`config.mk`:
```
export PLATFORM = sky130hd
export DESIGN_NAME = load_buffer_tracker
export DESIGN_NICKNAME = d
export VERILOG_FILES = /design/src/rtl/load_buffer_tracker.sv
export SDC_FILE = /design/constraint.sdc
export NUM_CORES = 1
export LEC_CHECK = 0
export BUFFER_PORTS_ARGS = -buffer_cell sky130_fd_sc_hd__buf_2
export CORE_UTILIZATION = 45
export DETAILED_ROUTE_END_ITERATION = 8
export PLACE_DENSITY = 0.75
export SLEW_MARGIN = 20
export SYNTH_ARGS = -nofsm -noshare
export SYNTH_HDL_FRONTEND = slang
export SYNTH_SLANG_ARGS = --single-unit
```
`constraint.sdc`:
```
create_clock -name clk_i -period 2 [get_ports clk_i]
set_input_delay 0.4 -clock clk_i [delete_from_list [all_inputs] [get_ports clk_i]]
set_output_delay 0.4 -clock clk_i [all_outputs]
set_load 0.01 [all_outputs]
```
`src/rtl/load_buffer_tracker.sv`:
```
// Outstanding-load tracker between the load unit and the data cache: allocates cache
// request IDs, remembers per-load formatting info, and returns aligned/extended results.
module load_buffer_tracker #(
    parameter int unsigned NR_ENTRIES = 2,
    parameter int unsigned IDX_W      = $clog2(NR_ENTRIES),
    parameter int unsigned TRANS_ID_W = 2,
    parameter int unsigned XLEN       = 32
) (
    input  logic                  clk_i,
    input  logic                  rst_i,
    input  logic                  flush_i,
    input  logic                  alloc_valid_i,
    output logic                  alloc_ready_o,
    input  logic [TRANS_ID_W-1:0] alloc_trans_id_i,
    input  logic [1:0]            alloc_offset_i,
    input  logic [1:0]            alloc_size_i,
    input  logic                  alloc_signed_i,
    output logic [IDX_W-1:0]      alloc_id_o,
    input  logic                  rsp_valid_i,
    input  logic [IDX_W-1:0]      rsp_id_i,
    input  logic [XLEN-1:0]       rsp_data_i,
    output logic                  result_valid_o,
    output logic [TRANS_ID_W-1:0] result_trans_id_o,
    output logic [XLEN-1:0]       result_data_o,
    output logic [IDX_W:0]        count_o,
    output logic                  empty_o,
    output logic                  spurious_o
);

    typedef enum logic [1:0] {StFree, StPending, StKilled} entry_state_e;

    entry_state_e          state_q [NR_ENTRIES];
    entry_state_e          state_d [NR_ENTRIES];
    logic [TRANS_ID_W-1:0] trans_q [NR_ENTRIES];
    logic [1:0]            offset_q [NR_ENTRIES];
    logic [1:0]            size_q [NR_ENTRIES];
    logic                  signed_q [NR_ENTRIES];

    logic                  result_valid_q;
    logic [TRANS_ID_W-1:0] result_trans_q;
    logic [XLEN-1:0]       result_data_q;
    logic                  spurious_q;

    logic                  any_free;
    logic [IDX_W-1:0]      free_idx;
    logic [IDX_W:0]        occupied;
    logic                  alloc_fire;
    entry_state_e          rsp_state;
    logic                  rsp_hit;
    logic                  rsp_release;
    logic                  rsp_spurious;

    function automatic logic [XLEN-1:0] fmt_data(input logic [XLEN-1:0] data,
                                                 input logic [1:0] off,
                                                 input logic [1:0] size,
                                                 input logic sgn);
        logic [7:0]  b;
        logic [15:0] h;
        b = data[{off, 3'b000} +: 8];
        h = data[{off[1], 4'b0000} +: 16];
        case (size)
            2'b00:   fmt_data = {{(XLEN-8){sgn & b[7]}}, b};
            2'b01:   fmt_data = {{(XLEN-16){sgn & h[15]}}, h};
            default: fmt_data = data;
        endcase
    endfunction

    // Lowest-index free entry and occupancy, both from registered state only.
    always_comb begin
        any_free = 1'b0;
        free_idx = '0;
        occupied = '0;
        for (int i = NR_ENTRIES - 1; i >= 0; i--) begin
            if (state_q[i] == StFree) begin
                any_free = 1'b1;
                free_idx = IDX_W'(i);
            end else begin
                occupied = occupied + (IDX_W+1)'(1);
            end
        end
    end

    assign alloc_ready_o = any_free && !flush_i;
    assign alloc_id_o    = free_idx;
    assign alloc_fire    = alloc_valid_i && alloc_ready_o;

    assign rsp_state    = state_q[rsp_id_i];
    assign rsp_hit      = rsp_valid_i && (rsp_state == StPending);
    assign rsp_release  = rsp_valid_i && (rsp_state != StFree);
    assign rsp_spurious = rsp_valid_i && (rsp_state == StFree);

    // Response beats flush for the same entry; allocation only targets a free entry.
    always_comb begin
        for (int i = 0; i < NR_ENTRIES; i++) begin
            state_d[i] = state_q[i];
            if (flush_i && state_q[i] == StPending) begin
                state_d[i] = StKilled;
            end
            if (rsp_release && rsp_id_i == IDX_W'(i)) begin
                state_d[i] = StFree;
            end
            if (alloc_fire && free_idx == IDX_W'(i)) begin
                state_d[i] = StPending;
            end
        end
    end

    always_ff @(posedge clk_i) begin
        if (rst_i) begin
            for (int i = 0; i < NR_ENTRIES; i++) begin
                state_q[i] <= StFree;
            end
            result_valid_q <= 1'b0;
            result_trans_q <= '0;
            result_data_q  <= '0;
            spurious_q     <= 1'b0;
        end else begin
            for (int i = 0; i < NR_ENTRIES; i++) begin
                state_q[i] <= state_d[i];
            end
            result_valid_q <= rsp_hit;
            if (rsp_hit) begin
                result_trans_q <= trans_q[rsp_id_i];
                result_data_q  <= fmt_data(rsp_data_i, offset_q[rsp_id_i], size_q[rsp_id_i],
                                           signed_q[rsp_id_i]);
            end
            if (rsp_spurious) begin
                spurious_q <= 1'b1;
            end
        end
    end

    // Payload is only meaningful while the entry is occupied, so it needs no reset.
    always_ff @(posedge clk_i) begin
        if (alloc_fire) begin
            trans_q[free_idx]  <= alloc_trans_id_i;
            offset_q[free_idx] <= alloc_offset_i;
            size_q[free_idx]   <= alloc_size_i;
            signed_q[free_idx] <= alloc_signed_i;
        end
    end

    assign result_valid_o    = result_valid_q;
    assign result_trans_id_o = result_trans_q;
    assign result_data_o     = result_data_q;
    assign count_o           = occupied;
    assign empty_o           = (occupied == '0);
    assign spurious_o        = spurious_q;

endmodule

```
==> results of run 1 <==
worst min path at each step:
stage                            start                    endpoint  slack, ns  depth (start not counted)
6_report               alloc_size_i[0]      size_q[0][0]$_DFFE_PP_       0.28                          1
5_1_grt            alloc_trans_id_i[0]     trans_q[1][0]$_DFFE_PP_       0.26                          1
4_1_cts            alloc_trans_id_i[1]     trans_q[0][1]$_DFFE_PP_       0.27                          1
3_5_place_dp   spurious_o$_SDFFE_PP0P_     spurious_o$_SDFFE_PP0P_       0.46                          2
3_3_place_gp   spurious_o$_SDFFE_PP0P_     spurious_o$_SDFFE_PP0P_       0.45                          2
2_1_floorplan                    rst_i  state_q[1][1]$_SDFFE_PP0P_       0.49                          1
flip-flops by register name, indices dropped and copies added, names as in the netlist:
name,cells
trans_q,4
offset_q,4
size_q,4
result_data_o,32
signed_q,2
spurious_o,1
result_valid_o,1
result_trans_id_o,2
state_q,4
area by class of cell:
class	count	area share (%)
Sequential cell	54	36.8
Multi-Input combinational cell	201	38.8
Clock buffer	6	2.19
Inverter	6	0.678
Clock inverter	2	0.414
Tap cell	72	2.71
Timing Repair Buffer	105	18.5
stage by stage:
| stage | instance area [µm²] | instances | setup slack, ns | utilization (%) | TNS (ns) |
|---|---|---|---|---|---|
| floorplan | 2610 | 278 | -0.0758 | - | -1.15 |
| global placement | 3210 | 437 | -0.0452 | 58.4 | -0.350 |
| detailed placement | 3210 | 437 | -0.0698 | 58.4 | -0.610 |
| CTS | 3300 | 445 | 0.0863 | 59.9 | 0 |
| global route | 3320 | 446 | 0.00945 | 60.3 | 0 |
| finish | 3320 | 446 | 0.0962 | 60.3 | 0 |
timing repair:
item,in CTS,in global routing
setup endpoints to repair,0,1
hold buffers,0,0
hold endpoints to repair,0,0
buffers inserted,0,1
routing by layer:
metal | vias up | track usage [%]
met5 | - | 0
met4 | 0 | 6.98
met3 | 9 | 4.24
met2 | 101 | 38.1
met1 | 1127 | 31.6
li1 | 1203 | -
cell families after synthesis:
kind of cell,share of synthesized area (%)
AOI/OAI and AO/OA,24.8
and+or+nand+nor,16.1
DFF,47.2
buffers and inverters,4.02
muxes,6.39
adders and majority gates,1.45
report_power, final:
group / total [mW] / internal (mW) / switching (mW)
Combinational: 0.297 / 0.130 / 0.167
Clock: 0.611 / 0.250 / 0.360
Sequential: 1.17 / 1.15 / 0.0177
Total: 2.07 / 1.53 / 0.545
critical path, stage by stage (launching register included):
cell and delay (ns):
dfxtp_1 0.34, or2_2 0.35, ha_1 0.20, nor2_1 0.15, buf_2 0.16
synthesized netlist by cell type, drive strengths merged (5+ instances only):
master and n:
a221oi 9, a21oi 44, clkbuf 12, o21ai 33, or2 9, nor2 23, dfxtp 40, edfxtp 14
inv 6, nand2 19, mux2i 13, buf 5, and3 17
==> run_results.csv, run 1 <==
group,metric,value,unit
synthesis,synth_edf_count,14,
routing,wl_per_cell,15.5,µm
routing,ant_nets,0,
routing,num_vias,2440,
outcome,outcome,"completed",
power_and_ir_drop,power.density,625,nW/µm²
synthesis,post-synth-top-area-cell,"dfxtp_1",
routing,top_layer,"met4",
synthesis,post_synth.cell_area_avg,9.30,µm²
clock_network,cts_tree,"done",
worst_setup_path,rr_startpoint,"offset_q[1][1]$_DFFE_PP_",
hold_path,hold_path.class,"input port to flip-flop",
routing,routed-wl-met3,398,µm
die,die_height,77.8,µm
synthesis,seq_area_frac_synth,47.2,%
routing,drt-met1-wl,3.20,mm
sta,tightest_slew,0.447,ns
finish,ff_latch_area,1220,µm²
routing,routed_via_density,5.47,
worst_setup_path,critPathArrivalTime,1.50,ns
worst_setup_path,reg2reg_depth,6,
routing,post-route-drc-count,0,
power_and_ir_drop,leakagePower,1.53,nW
routing,wl_met2,3.23,mm
worst_setup_path,path_class,"flip-flop to primary output",
clock_network,clk_pin_slew,0.09,ns
worst_setup_path,worstSetupEndpointType,"primary output",
worst_setup_path,cp-startpoint,"state_q[0][1]$_SDFFE_PP0P_",
grt,track_usage,23.4,%
finish,fill_cells,495,
placed_design,gp_congestion,0.847,
clock_network,cts_num_sinks,54,
synthesis,netlist_instances,278,
clock_network,clkLatencyLatePin,0.31,ns
sta,relSlewSlack,70.2,%
placed_design,port_buffers,85,
worst_setup_path,r2r_setup_slack,0.11,ns
clock_network,h-tree-depth,2,
finish,final_common_cell,"buf_2",
power_and_ir_drop,total_power,2.07,mW
synthesis,ys_types,41,
synthesis,yosysWarnings,0,
routing,dr.pass1.iters,4,
finish,layout-drive-gt1-share,38.0,%
synthesis,ys_ff_latch,54,
worst_setup_path,worstPathRequired,1.60,ns
synthesis,synthFlopType,"dfxtp_1",
sta,fin_skew,0.00882,ns
sta,holdWs,0.279,ns
grt,antenna_found_initial,0,
sta,fmax,525,MHz
finish,finalNetCount,421,
synthesis,syn_nets,326,
finish,area_growth,28.4,%
grt,grt_pass1_vias,2255,
clock_network,cts_buffers,5,
sta,setup_violations,0,
sta,grt_setup_unrepaired,"false",
finish,final_cell_mix,"buf_2 (85), a21oi_1 (44), dfxtp_1 (40)",
routing,totalWireLength,6.90,mm
grt,grt_start_max_net_pins,28,
synthesis,syn_area,2590,µm²
die,initial_core_util,47.0,%
worst_setup_path,critPathCapture,"alloc_ready_o",
sta,period_share,95.2,%
sta,fin_crit,1.90,ns
run,maxCapViolCount,0,
die,io_pins,86,
clock_network,cts_buffer_depth,2,
sta,maxSlewViolCount,0,
grt,grt_pass1_wl,11.0,mm
worst_setup_path,r2r_end,"result_data_o[8]$_SDFFE_PP0P_",
die,fp-row-count,27,
worst_setup_path,crit_path_max_fanout,4,
grt,globalRouteOverflowTotal,0,
sta,finalHoldViolCount,0,
die,die_x,77.8,µm
synthesis,async_flop_share,0,%
synthesis,synth.top_cells.by_area,"dfxtp_1 (31%), edfxtp_1 (16%), a21oi_1 (8.5%)",
clock_network,cts_resized,0,
placed_design,hpwlAfterDp,5.22,mm
die,core-area,5510,µm²
synthesis,synth_top_cell_area_share,31.0,%
clock_network,cts-root-buf,"clkbuf_8",
die,dieArea,6050,µm²
routing,drt_iter0_drc,150,
finish,multiInputGateArea,1290,µm²
worst_setup_path,worstSetupStartpointType,"flip-flop",
finish,insertedDiodeCount,0,
power_and_ir_drop,ir_worst_vdd,0.443,mV
Power figures use the tool's default switching activity.
==> run 2, diff against run 1 <==
--- a/config.mk
+++ b/config.mk
@@ -5,10 +5,11 @@
 export SDC_FILE = /design/constraint.sdc
 export NUM_CORES = 1
 export LEC_CHECK = 0
+export ABC_AREA = 1
 export BUFFER_PORTS_ARGS = -buffer_cell sky130_fd_sc_hd__buf_2
 export CORE_UTILIZATION = 45
 export DETAILED_ROUTE_END_ITERATION = 8
-export PLACE_DENSITY = 0.75
+export PLACE_DENSITY = 0.74
 export SLEW_MARGIN = 20
 export SYNTH_ARGS = -nofsm -noshare
 export SYNTH_HDL_FRONTEND = slang
==> run 2 against run 1 <==
  * Power grew 11%
  * Die area grew 7.1%
  * Clock skew grew 0.0045 ns
  * First-iteration DRC count grew 15%
  * Routed wire length shrank 2.9%
  * Worst hold slack lost 0.0039 ns
  * Count of clock-buffer cells in the layout grew 1
  * Design area grew 0.79%
  * Clock power grew 12%
  * Largest cell class unchanged
==> run_results.csv, run 2 <==
group,metric,value,unit
grt,antenna_found_initial,0,
grt,track_usage,21.5,%
grt,globalRouteOverflowTotal,0,
synthesis,synthFlopType,"dfxtp_1",
run,maxCapViolCount,0,
worst_setup_path,worst-path-buf-inv,2,
finish,final_common_cell,"nand2_1",
sta,tightest_slew,0.566,ns
finish,ff_latch_area,1220,µm²
die,fp-row-count,28,
worst_setup_path,crit_path_max_fanout,4,
clock_network,cts-root-buf,"clkbuf_8",
synthesis,yosysWarnings,0,
clock_network,post_cts_buffers,0,
sta,grt_setup_unrepaired,"false",
finish,final_cell_mix,"nand2_1 (93), buf_2 (85), inv_1 (41)",
hold_path,hold_path.class,"input port to flip-flop",
die,die_height,80.5,µm
power_and_ir_drop,ir_worst_vdd,0.394,mV
worst_setup_path,critPathArrivalTime,1.41,ns
synthesis,seq_area_frac_synth,44.0,%
power_and_ir_drop,combPwrFrac,18.1,%
clock_network,cts_buffer_depth,2,
synthesis,ys_ff_latch,54,
power_and_ir_drop,switching_power,0.651,mW
power_and_ir_drop,intPower,1.65,mW
placed_design,hpwlAfterDp,4.96,mm
finish,insertedDiodeCount,0,
synthesis,post-synth-top-area-cell,"dfxtp_1",
worst_setup_path,critical-path-slowest-cell,"dfxtp_1",
sta,fin_skew,0.0133,ns
synthesis,syn_area,2780,µm²
synthesis,synth_top_cell_area_share,28.9,%
power_and_ir_drop,clkPwrFrac,29.7,%
worst_setup_path,worstPathRequired,1.60,ns
placed_design,postPlaceCellArea,3240,µm²
routing,ant_nets,0,
routing,dr.pass1.iters,4,
power_and_ir_drop,leakagePower,1.71,nW
sta,fmax,554,MHz
synthesis,syn_nets,419,
grt,grt_pass1_wl,10.8,mm
sta,maxSlewViolCount,0,
die,io_pins,86,
die,dieArea,6490,µm²
placed_design,pre_cts_ws,0.0360,ns
finish,finalNetCount,500,
clock_network,cts_num_sinks,54,
worst_setup_path,worstSetupEndpointType,"primary output",
worst_setup_path,cp_common_cell,"nor2_1",
clock_network,h-tree-depth,2,
routing,num_vias,2668,
synthesis,yosys-top-cells-count,"nand2_1 (93), inv_1 (41), dfxtp_1 (40), nor2_1 (40), a21oi_1 (30)",
synthesis,yosysMostFrequentCell,"nand2_1",
die,die_x,80.5,µm
clock_network,ctsHoldBuffers,0,
finish,fill_cells,565,
die,initial_core_util,46.9,%
routing,wl_per_cell,12.7,µm
sta,relSlewSlack,62.2,%
placed_design,port_buffers,85,
synthesis,synth_edf_count,14,
sta,period_share,90.3,%
clock_network,cts_resized,0,
placed_design,gp_congestion,0.846,
clock_network,clk_pin_slew,0.09,ns
sta,finalHoldViolCount,0,
routing,post-route-drc-count,0,
clock_network,cts_buffers,5,
worst_setup_path,max_stage_delay,0.35,ns
routing,routed_via_density,5.05,
synthesis,synth.top_cells.by_area,"dfxtp_1 (29%), edfxtp_1 (15%), nand2_1 (13%)",
worst_setup_path,path_cells,"nor2_1 > inv_1 > ha_1 > nor2_1 > buf_2",
routing,totalWireLength,6.70,mm
finish,multiInputGateArea,1260,µm²
power_and_ir_drop,switching_share,28.3,%
outcome,outcome,"completed",
power_and_ir_drop,power.density,688,nW/µm²
finish,area_growth,20.6,%
synthesis,post_synth.cell_area_avg,7.48,µm²
grt,grt_pass1_vias,2417,
routing,drt_iter0_drc,173,
clock_network,clkLatencyLatePin,0.32,ns
worst_setup_path,path_delay_family,"flip-flops",
finish,design_area,3350,µm²
worst_setup_path,worstSetupStartpointType,"flip-flop",
sta,fin_setup_tns,0,ns
synthesis,ys_types,28,
die,core-area,5920,µm²
finish,layout-drive-gt1-share,27.6,%
clock_network,cts_tree,"done",
sta,fin_crit,1.81,ns
sta,setup_violations,0,
grt,grt_start_max_net_pins,49,
finish,largest_reg_flops,32,
power_and_ir_drop,power_frac_seq,52.2,%
synthesis,netlist_instances,371,
worst_setup_path,path_class,"flip-flop to primary output",
sta,fin_ws,0.194,ns
synthesis,async_flop_share,0,%
## run 2: cell types whose count changed after synthesis, sizes merged, moves of 11 or more
cell and delta:
nand2 +80, inv +36, nor2 +19, and3 -17
mux2i -13, nand3 +11
## run 2: stage by stage
step | hold WS, ns | utilization, % | cells | total power [mW]
floorplan | 0.474 | - | 371 | 1.49
global placement | 0.440 | 54.8 | 520 | 1.64
detailed placement | 0.439 | 54.8 | 520 | 1.64
CTS | 0.265 | 56.5 | 528 | 2.33
global route | 0.260 | 56.5 | 528 | 2.40
finish | 0.275 | 56.5 | 528 | 2.30
## run 2: per-layer routing
metal / vias to the layer above / routed length, µm / share of wire, % / global-route usage (%)
li1: 1371 / - / - / -
met1: 1190 / 2820 / 42 / 25.9
met2: 98 / 3220 / 48 / 36.8
met3: 9 / 564 / 8.4 / 5.91
met4: 0 / 95 / 1.4 / 6.79
met5: - / 0 / 0 / 0
## run 2: area by class of cell
| type | instances | share of cell area [%] |
|---|---|---|
| Inverter | 42 | 4.71 |
| Multi-Input combinational cell | 255 | 37.8 |
| Clock buffer | 7 | 2.88 |
| Timing Repair Buffer | 94 | 15.1 |
| Tap cell | 75 | 2.80 |
| Clock inverter | 1 | 0.262 |
| Sequential cell | 54 | 36.5 |
## run 2: final timing paths
check,start,end,slack [ns],cells past startpoint
max reg2reg,state_q[0][1]$_SDFFE_PP0P_,state_q[0][1]$_SDFFE_PP0P_,0.38,10
max,state_q[0][1]$_SDFFE_PP0P_,alloc_ready_o,0.19,5
min reg2reg,spurious_o$_SDFFE_PP0P_,spurious_o$_SDFFE_PP0P_,0.45,2
min,alloc_offset_i[1],offset_q[1][1]$_DFFE_PP_,0.28,1
## run 2: cell families after synthesis
| family | share of synthesized area [%] |
|---|---|
| fa+ha+maj | 1.35 |
| simple gates | 25.2 |
| compound gates | 19.0 |
| buf+inv | 10.5 |
| flops | 44.0 |
## run 2: power groups by stage
stage               clock (mW)  sequential (mW)  combinational (mW)
finish                   0.684             1.20               0.417
global route             0.725             1.21               0.471
CTS                      0.705             1.20               0.419
floorplan                    0             1.24               0.249
global placement             0             1.23               0.412
detailed placement           0             1.23               0.416
